<file path="src/rtl/sram_port_arbiter.sv">
// Arbiter that shares one single-port memory between the data side (D) and the instruction side (I).
// Read responses are returned to the requester that issued them, using a tag pipeline that has one stage per cycle of memory latency.
module sram_port_arbiter #(
  parameter int ADDR_W     = 32,
  parameter int DATA_W     = 32,
  parameter int MEM_LAT    = 1,
  parameter int STARVE_MAX = 4
) (
  input  logic                clk,
  input  logic                rst,
  input  logic                flush,
  input  logic                d_req,
  input  logic [DATA_W/8-1:0] d_wen,
  input  logic [ADDR_W-1:0]   d_addr,
  input  logic [DATA_W-1:0]   d_wdata,
  output logic                d_gnt,
  output logic                d_rvalid,
  output logic [DATA_W-1:0]   d_rdata,
  input  logic                i_req,
  input  logic [ADDR_W-1:0]   i_addr,
  output logic                i_gnt,
  output logic                i_rvalid,
  output logic [DATA_W-1:0]   i_rdata,
  input  logic                mem_ready,
  output logic                mem_en,
  output logic [DATA_W/8-1:0] mem_wen,
  output logic [ADDR_W-1:0]   mem_addr,
  output logic [DATA_W-1:0]   mem_wdata,
  input  logic [DATA_W-1:0]   mem_rdata,
  output logic                stallreq_for_mem
);

  logic [3:0]         starve_q, starve_d;
  logic [MEM_LAT-1:0] tag_valid_q, tag_valid_d;
  logic [MEM_LAT-1:0] tag_owner_q, tag_owner_d;
  logic [DATA_W-1:0]  d_hold_q, d_hold_d;
  logic [DATA_W-1:0]  i_hold_q, i_hold_d;

  logic i_prio, d_win, i_win;
  logic push_valid, push_owner;
  logic tail_valid, tail_owner;

  // Once I has been refused STARVE_MAX times in a row, it takes priority over D.
  always_comb begin
    i_prio = i_req & (starve_q == 4'(STARVE_MAX));
    i_win  = ~rst & mem_ready & i_req & (i_prio | ~d_req);
    d_win  = ~rst & mem_ready & d_req & ~i_win;
  end

  assign d_gnt            = d_win;
  assign i_gnt            = i_win;
  assign stallreq_for_mem = ~rst & ((d_req & ~d_win) | (i_req & ~i_win));

  always_comb begin
    mem_en    = 1'b0;
    mem_wen   = '0;
    mem_addr  = '0;
    mem_wdata = '0;
    if (d_win) begin
      mem_en    = 1'b1;
      mem_wen   = d_wen;
      mem_addr  = d_addr;
      mem_wdata = d_wdata;
    end else if (i_win) begin
      mem_en   = 1'b1;
      mem_addr = i_addr;
    end
  end

  always_comb begin
    if (i_req & ~i_win)
      starve_d = (starve_q == 4'(STARVE_MAX)) ? starve_q : starve_q + 4'd1;
    else
      starve_d = 4'd0;
  end

  // An owner bit of 1 marks I. A flush removes every I entry, including the one being pushed this cycle.
  always_comb begin
    push_valid     = (d_win & (d_wen == '0)) | i_win;
    push_owner     = i_win;
    tag_valid_d    = '0;
    tag_owner_d    = '0;
    tag_valid_d[0] = push_valid & ~(flush & push_owner);
    tag_owner_d[0] = push_owner;
    for (int k = 1; k < MEM_LAT; k++) begin
      tag_valid_d[k] = tag_valid_q[k-1] & ~(flush & tag_owner_q[k-1]);
      tag_owner_d[k] = tag_owner_q[k-1];
    end
  end

  // A flushed I entry at the tail is also removed, so it produces no response in the flush cycle.
  always_comb begin
    tail_valid = ~rst & tag_valid_q[MEM_LAT-1];
    tail_owner = tag_owner_q[MEM_LAT-1];
    d_rvalid   = tail_valid & ~tail_owner;
    i_rvalid   = tail_valid & tail_owner & ~flush;
    d_rdata    = d_rvalid ? mem_rdata : d_hold_q;
    i_rdata    = i_rvalid ? mem_rdata : i_hold_q;
    d_hold_d   = d_rvalid ? mem_rdata : d_hold_q;
    i_hold_d   = i_rvalid ? mem_rdata : i_hold_q;
  end

  always_ff @(posedge clk) begin
    if (rst) begin
      starve_q    <= 4'd0;
      tag_valid_q <= '0;
      tag_owner_q <= '0;
      d_hold_q    <= '0;
      i_hold_q    <= '0;
    end else begin
      starve_q    <= starve_d;
      tag_valid_q <= tag_valid_d;
      tag_owner_q <= tag_owner_d;
      d_hold_q    <= d_hold_d;
      i_hold_q    <= i_hold_d;
    end
  end

endmodule

</file>
<file path="config.mk">
export PLATFORM = sky130hd
export DESIGN_NAME = sram_port_arbiter
export DESIGN_NICKNAME = d
export VERILOG_FILES = /design/src/rtl/sram_port_arbiter.sv
export SDC_FILE = /design/constraint.sdc
export NUM_CORES = 1
export LEC_CHECK = 0
export ABC_CLOCK_PERIOD_IN_PS = 2400
export BUFFER_PORTS_ARGS = -buffer_cell sky130_fd_sc_hd__buf_2
export CORE_AREA = 2 2 106 108
export DETAILED_ROUTE_END_ITERATION = 8
export DIE_AREA = 0 0 108 110
export GPL_TIMING_DRIVEN = 1
export PLACE_DENSITY = 0.76
export REMOVE_ABC_BUFFERS = 1
export SLEW_MARGIN = 20
export SYNTH_ARGS = -nofsm -noshare
export SYNTH_HDL_FRONTEND = slang
export SYNTH_SLANG_ARGS = --single-unit
</file>
<file path="constraint.sdc">
create_clock -name clk -period 2.4 [get_ports clk]
set_input_delay 0.36 -clock clk [delete_from_list [all_inputs] [get_ports clk]]
set_output_delay 0.36 -clock clk [all_outputs]
set_load 0.05 [all_outputs]
</file>
=== Yosys cells after proc, flatten, opt, wreduce, memory -nomap -nowiden ===
Cells that the tools add are included.
Widths: inputs -> output; s select.

* Bits in registers: 70
* Bits of input ports: 138

* Add/subtract/negate cells: 1
* Equality and inequality tests: 1
* Muxes and demuxes: 8
* Bitwise gates (word level): 27
* Reduce and logical (&&, ||, !) cells: 2

{| class="wikitable"
|+ Operator list
! kind !! count
|-
| $mux 32 || 5
|-
| $and 1x1->1 || 16
|-
| $not 1->1 || 8
|-
| $add 4x1->4 const B || 1
|-
| $eq 4x3->1 const B || 1
|-
| $logic_not 4->1 || 1
|-
| $mux 4 || 1
|-
| $or 1x1->1 || 3
|-
| $mux 1 || 2
|-
| $reduce_or 2->1 || 1
|}

=== Depth between registers and ports, before layout ===
* Depth after elaboration: 10
* Depth in mapped cells: 6

=== Worst setup path after synthesis ===
Ideal clock, no wire load.

* Path kind: reg2out
* Start: register starve_q[0]
* End: output mem_addr[22]
* Arrival: 2.191 ns
* Path slack: -0.151 ns
* Cell stages (with the launch flop): 7
* Path buffers: 1
* Path through: dfxtp_1 inv_1 ha_1 nand3b_2 a21oi_4 buf_6 mux2i_1

* Cells in the longest elaborated chain, start to end: 7

{| class="wikitable"
|+ RTL lines
! item !! RTL line !! RTL
|-
| from (decl) || 33 || <nowiki>logic [3:0] starve_q, starve_d;</nowiki>
|-
| from (signal assigned) || 111 || <nowiki>starve_q <= starve_d;</nowiki>
|-
| $eq 4x3->1 * || 45 || <nowiki>i_prio = i_req & (starve_q == 4'(STARVE_MAX));</nowiki>
|-
| $and 1x1->1 * || 45 ||
|-
| $or 1x1->1 * || 46 || <nowiki>i_win = ~rst & mem_ready & i_req & (i_prio | ~d_req);</nowiki>
|-
| $and 1x1->1 * || 46 ||
|-
| named net i_gnt || 21 || <nowiki>output logic i_gnt,</nowiki>
|-
| $not 1->1 || 47 || <nowiki>d_win = ~rst & mem_ready & d_req & ~i_win;</nowiki>
|-
| $and 1x1->1 || 47 ||
|-
| $mux 32 * || 59 || <nowiki>if (d_win) begin</nowiki>
|-
| to (decl) || 27 || <nowiki>output logic [ADDR_W-1:0] mem_addr,</nowiki>
|}

Mark *: on every way through the listed nets, which the timed path passes. The rest lies on a longest branch.

=== Worst setup path in the final report ===
* Start: register starve_q[1]
* End: output mem_addr[5]

* Cells in the longest elaborated chain, start to end: 7

{| class="wikitable"
|+ RTL lines
! item !! RTL line
|-
| $eq 4x3->1 * || 45
|-
| $and 1x1->1 * || 45
|-
| $or 1x1->1 * || 46
|-
| $and 1x1->1 * || 46
|-
| $not 1->1 || 47
|-
| $and 1x1->1 || 47
|-
| $mux 32 * || 59
|}

Mark *: on every way between the ends. The rest lies on a longest branch, timed or not.

==> metrics.yaml <==
status:
  outcome: "finished, final reports clean"
min_path:
  holdPathEnd: "tag_valid_q$_SDFF_PP0_"
  hp-start: "flush"
  hold_depth: 2
  hp-class: "in2reg"
critical_path:
  path_delay_family: "buffers and inverters"
  critPathCaptureType: "output port"
  crit_required_ns: 2.04
  rrSetupSlack_ns: 0.63
  r2r_end: "tag_valid_q$_SDFF_PP0_"
  crit_type: "reg2out"
  arrival_ns: 1.99
  path_buf_inv: 3
  critPathLaunchType: "register"
  cp_slowest_cell: "dfxtp_2"
  crit-reg2reg-launch: "starve_q[1]$_SDFFE_PP0P_"
  crit_path_max_incr_delay_ns: 0.33
  reg2reg_depth: 10
  critPathMaxFanout: 9
  cp_cell_sequence: "inv_2 -> ha_4 -> nand3b_4 -> a21oi_4 -> buf_6 -> mux2i_2 -> buf_4"
clock_network:
  cts_tree: "done"
  cts_buffer_depth: 2
  cts_htree_levels: 3
  clockRootBuffer: "clkbuf_8"
  cts.clk_slew.worst_paths_ns: 0.08
  clk_latency_ns: 0.33
  cts_buffers: 9
  clock_sinks: 70
route:
  firstDrtPassIters: 5
  avgRoutedWirePerCell_um: 15.65
  postRouteAntennaNets: 0
  drc: 0
  viasPerCell: 4.547
  drt_iter0_markers: 162
  vias: 3715
  wirelength_um: 12790
synthesis:
  ys.flop_type: "dfxtp_1"
  synth_edf_count: 0
  synth_area_leaders: "dfxtp_1 (36%), and2_1 (16%), mux2_4 (11%), mux2_2 (10%), mux2i_1 (8.8%)"
  synth_top_area_frac: 0.3640
  yosysTopAreaCell: "dfxtp_1"
  syn_area_per_cell_um2: 9.846
  syn_area_um2: 3850
  ys_ff_latch: 70
  yosysWarnings: 0
  ys_types: 29
  syn_inst: 391
  yosysSeqAreaShare: 0.3640
  async_flop_share: 0
layout:
  fill_cells: 929
  drive_above_1_share: 0.5835
  fin_cells: 817
  diodes: 0
  area_growth_pct: 57.82
  seqCellArea_um2: 1404
  multiInputGateArea_um2: 2256
  utilization: 0.5680
  fin_nets: 812
timing:
  period_needed_ns: 2.353
  fin_hold_ws_ns: 0.2358
  drv_slew: 0
  tightestPinTransition_ns: 0.4628
  hold_viol: 0
  setup_viol_count_final: 0
  slew_headroom: 0.6915
  fin_worst_skew_ns: 0.006788
  fmax_mhz: 425.0
  rsz0062_at_grt: "true"
  timing.final.crit_share: 0.9803
power:
  p_per_area_nw_per_um2: 462.6
  leakage_nw: 3.222
  power_mw: 2.811
  ir_drop_mv: 0.2494
global_route:
  grt_max_degree: 65
  track_usage: 0.2043
  grt_pass1_wl_um: 18760
  use_met3: 0.04703
  top_usage_layer: "met2"
  grt_overflow: 0
  use_met2: 0.3621
  grt_use_met1: 0.2523
  antenna_found_initial: 0
  grt_pass1_vias: 3636
die:
  die_area_um2: 11880
  ios: 276
  rows: 38
  core_area_um2: 10700
  die_w_um: 108
  start_util: 0.3599
  die_h_um: 110
placement:
  gp_congestion: 0.8226
  post-place-cells: 789
  place_hpwl_um: 9695
  io_buffers: 275
run:
  cap_violations: 0
==> layout make-up <==
class | instances | share of cell area
Inverter | 37 | 0.02286
Timing Repair Buffer | 294 | 0.3083
Multi-Input combinational cell | 260 | 0.3713
Clock inverter | 7 | 0.01730
Tap cell | 140 | 0.02883
Clock buffer | 9 | 0.02039
Sequential cell | 70 | 0.2311
==> Yosys cell counts (2+ instances only) <==
cell      instances
mux2_4           29
dfxtp_1          70
ha_1              2
buf_2             4
nor2_1            2
nand2b_1          2
clkbuf_1         10
inv_1            37
mux2i_1          34
mux2_2           35
buf_6            10
a21oi_1           3
and2_1          100
nand3_1           2
nand2_1          37
==> worst max-delay path by stage <==
stage,end,startpoint,cells past startpoint
after CTS,mem_addr[22],starve_q[0]$_SDFFE_PP0P_,8
after detailed placement,mem_addr[25],starve_q[0]$_SDFFE_PP0P_,7
after global routing,mem_addr[24],starve_q[1]$_SDFFE_PP0P_,8
after floorplan,d_rdata[0],rst,2
final,mem_addr[5],starve_q[1]$_SDFFE_PP0P_,7
after global placement,mem_addr[25],starve_q[0]$_SDFFE_PP0P_,7
==> stage by stage <==
step	setup WS [ns]	cell area, um^2	TNS (ns)
6_report	0.04719	6076	0
5_1_grt	-0.05301	6076	-0.3741
4_1_cts	0.001486	5947	0
3_5_place_dp	0.09239	5443	0
3_3_place_gp	0.1991	5443	0
2_1_floorplan	-0.8022	3680	-116.03
==> cells by family (layout without fill, tap and decap cells) <==
| group | Yosys count | after routing | synth area share |
|---|---|---|---|
| simple gates | 150 | 150 | 0.2242 |
| mux | 98 | 98 | 0.3039 |
| flops | 70 | 70 | 0.3640 |
| buf+inv | 61 | 347 | 0.08027 |
| compound gates | 9 | 9 | 0.01885 |
| fa+ha+maj | 2 | 2 | 0.006499 |
| xor+xnor | 1 | 1 | 0.002275 |
==> repair_timing <==
item | in CTS | in global routing
gates resized for setup | 47 | 61
endpoints found under the hold margin | 0 | 0
gates cloned | 3 | 1
pin swaps | 1 | 3
buffers inserted | 6 | 4
hold buffers | 0 | 0
setup endpoints to repair | 68 | 56
==> flip-flops by register name, summed over array words and instances (netlist names) <==
name / flops
d_hold_q: 32
tag_valid_q: 1
i_hold_q: 32
starve_q: 4
tag_owner_q: 1
==> cells in the final DEF (no fill, tap or decap), types with 3 or more instances in the layout <==
| master | Yosys | layout |
|---|---|---|
| buf_2 | 4 | 220 |
| and2_1 | 100 | 100 |
| dfxtp_1 | 70 | 68 |
| buf_4 | 0 | 50 |
| nand2_1 | 37 | 37 |
| inv_1 | 37 | 35 |
| mux2_2 | 35 | 35 |
| mux2_4 | 29 | 29 |
| mux2i_1 | 34 | 22 |
| buf_12 | 0 | 10 |
| clkbuf_8 | 0 | 9 |
| buf_6 | 10 | 9 |
| mux2i_2 | 0 | 7 |
| mux2i_4 | 0 | 5 |
| a21oi_1 | 3 | 3 |
==> where the power goes <==
part	switching, mW	total, mW	internal, mW
logic	0.346	0.569	0.223
registers	0.00284	1.17	1.17
clock network	0.470	1.07	0.601
==> metal layers <==
layer,wire (um),part of all wire
met3,936,0.073
met5,0,0
met4,80,0.0063
met2,6441,0.50
met1,5329,0.42
Note: power is estimated with default switching activity, not from simulation.
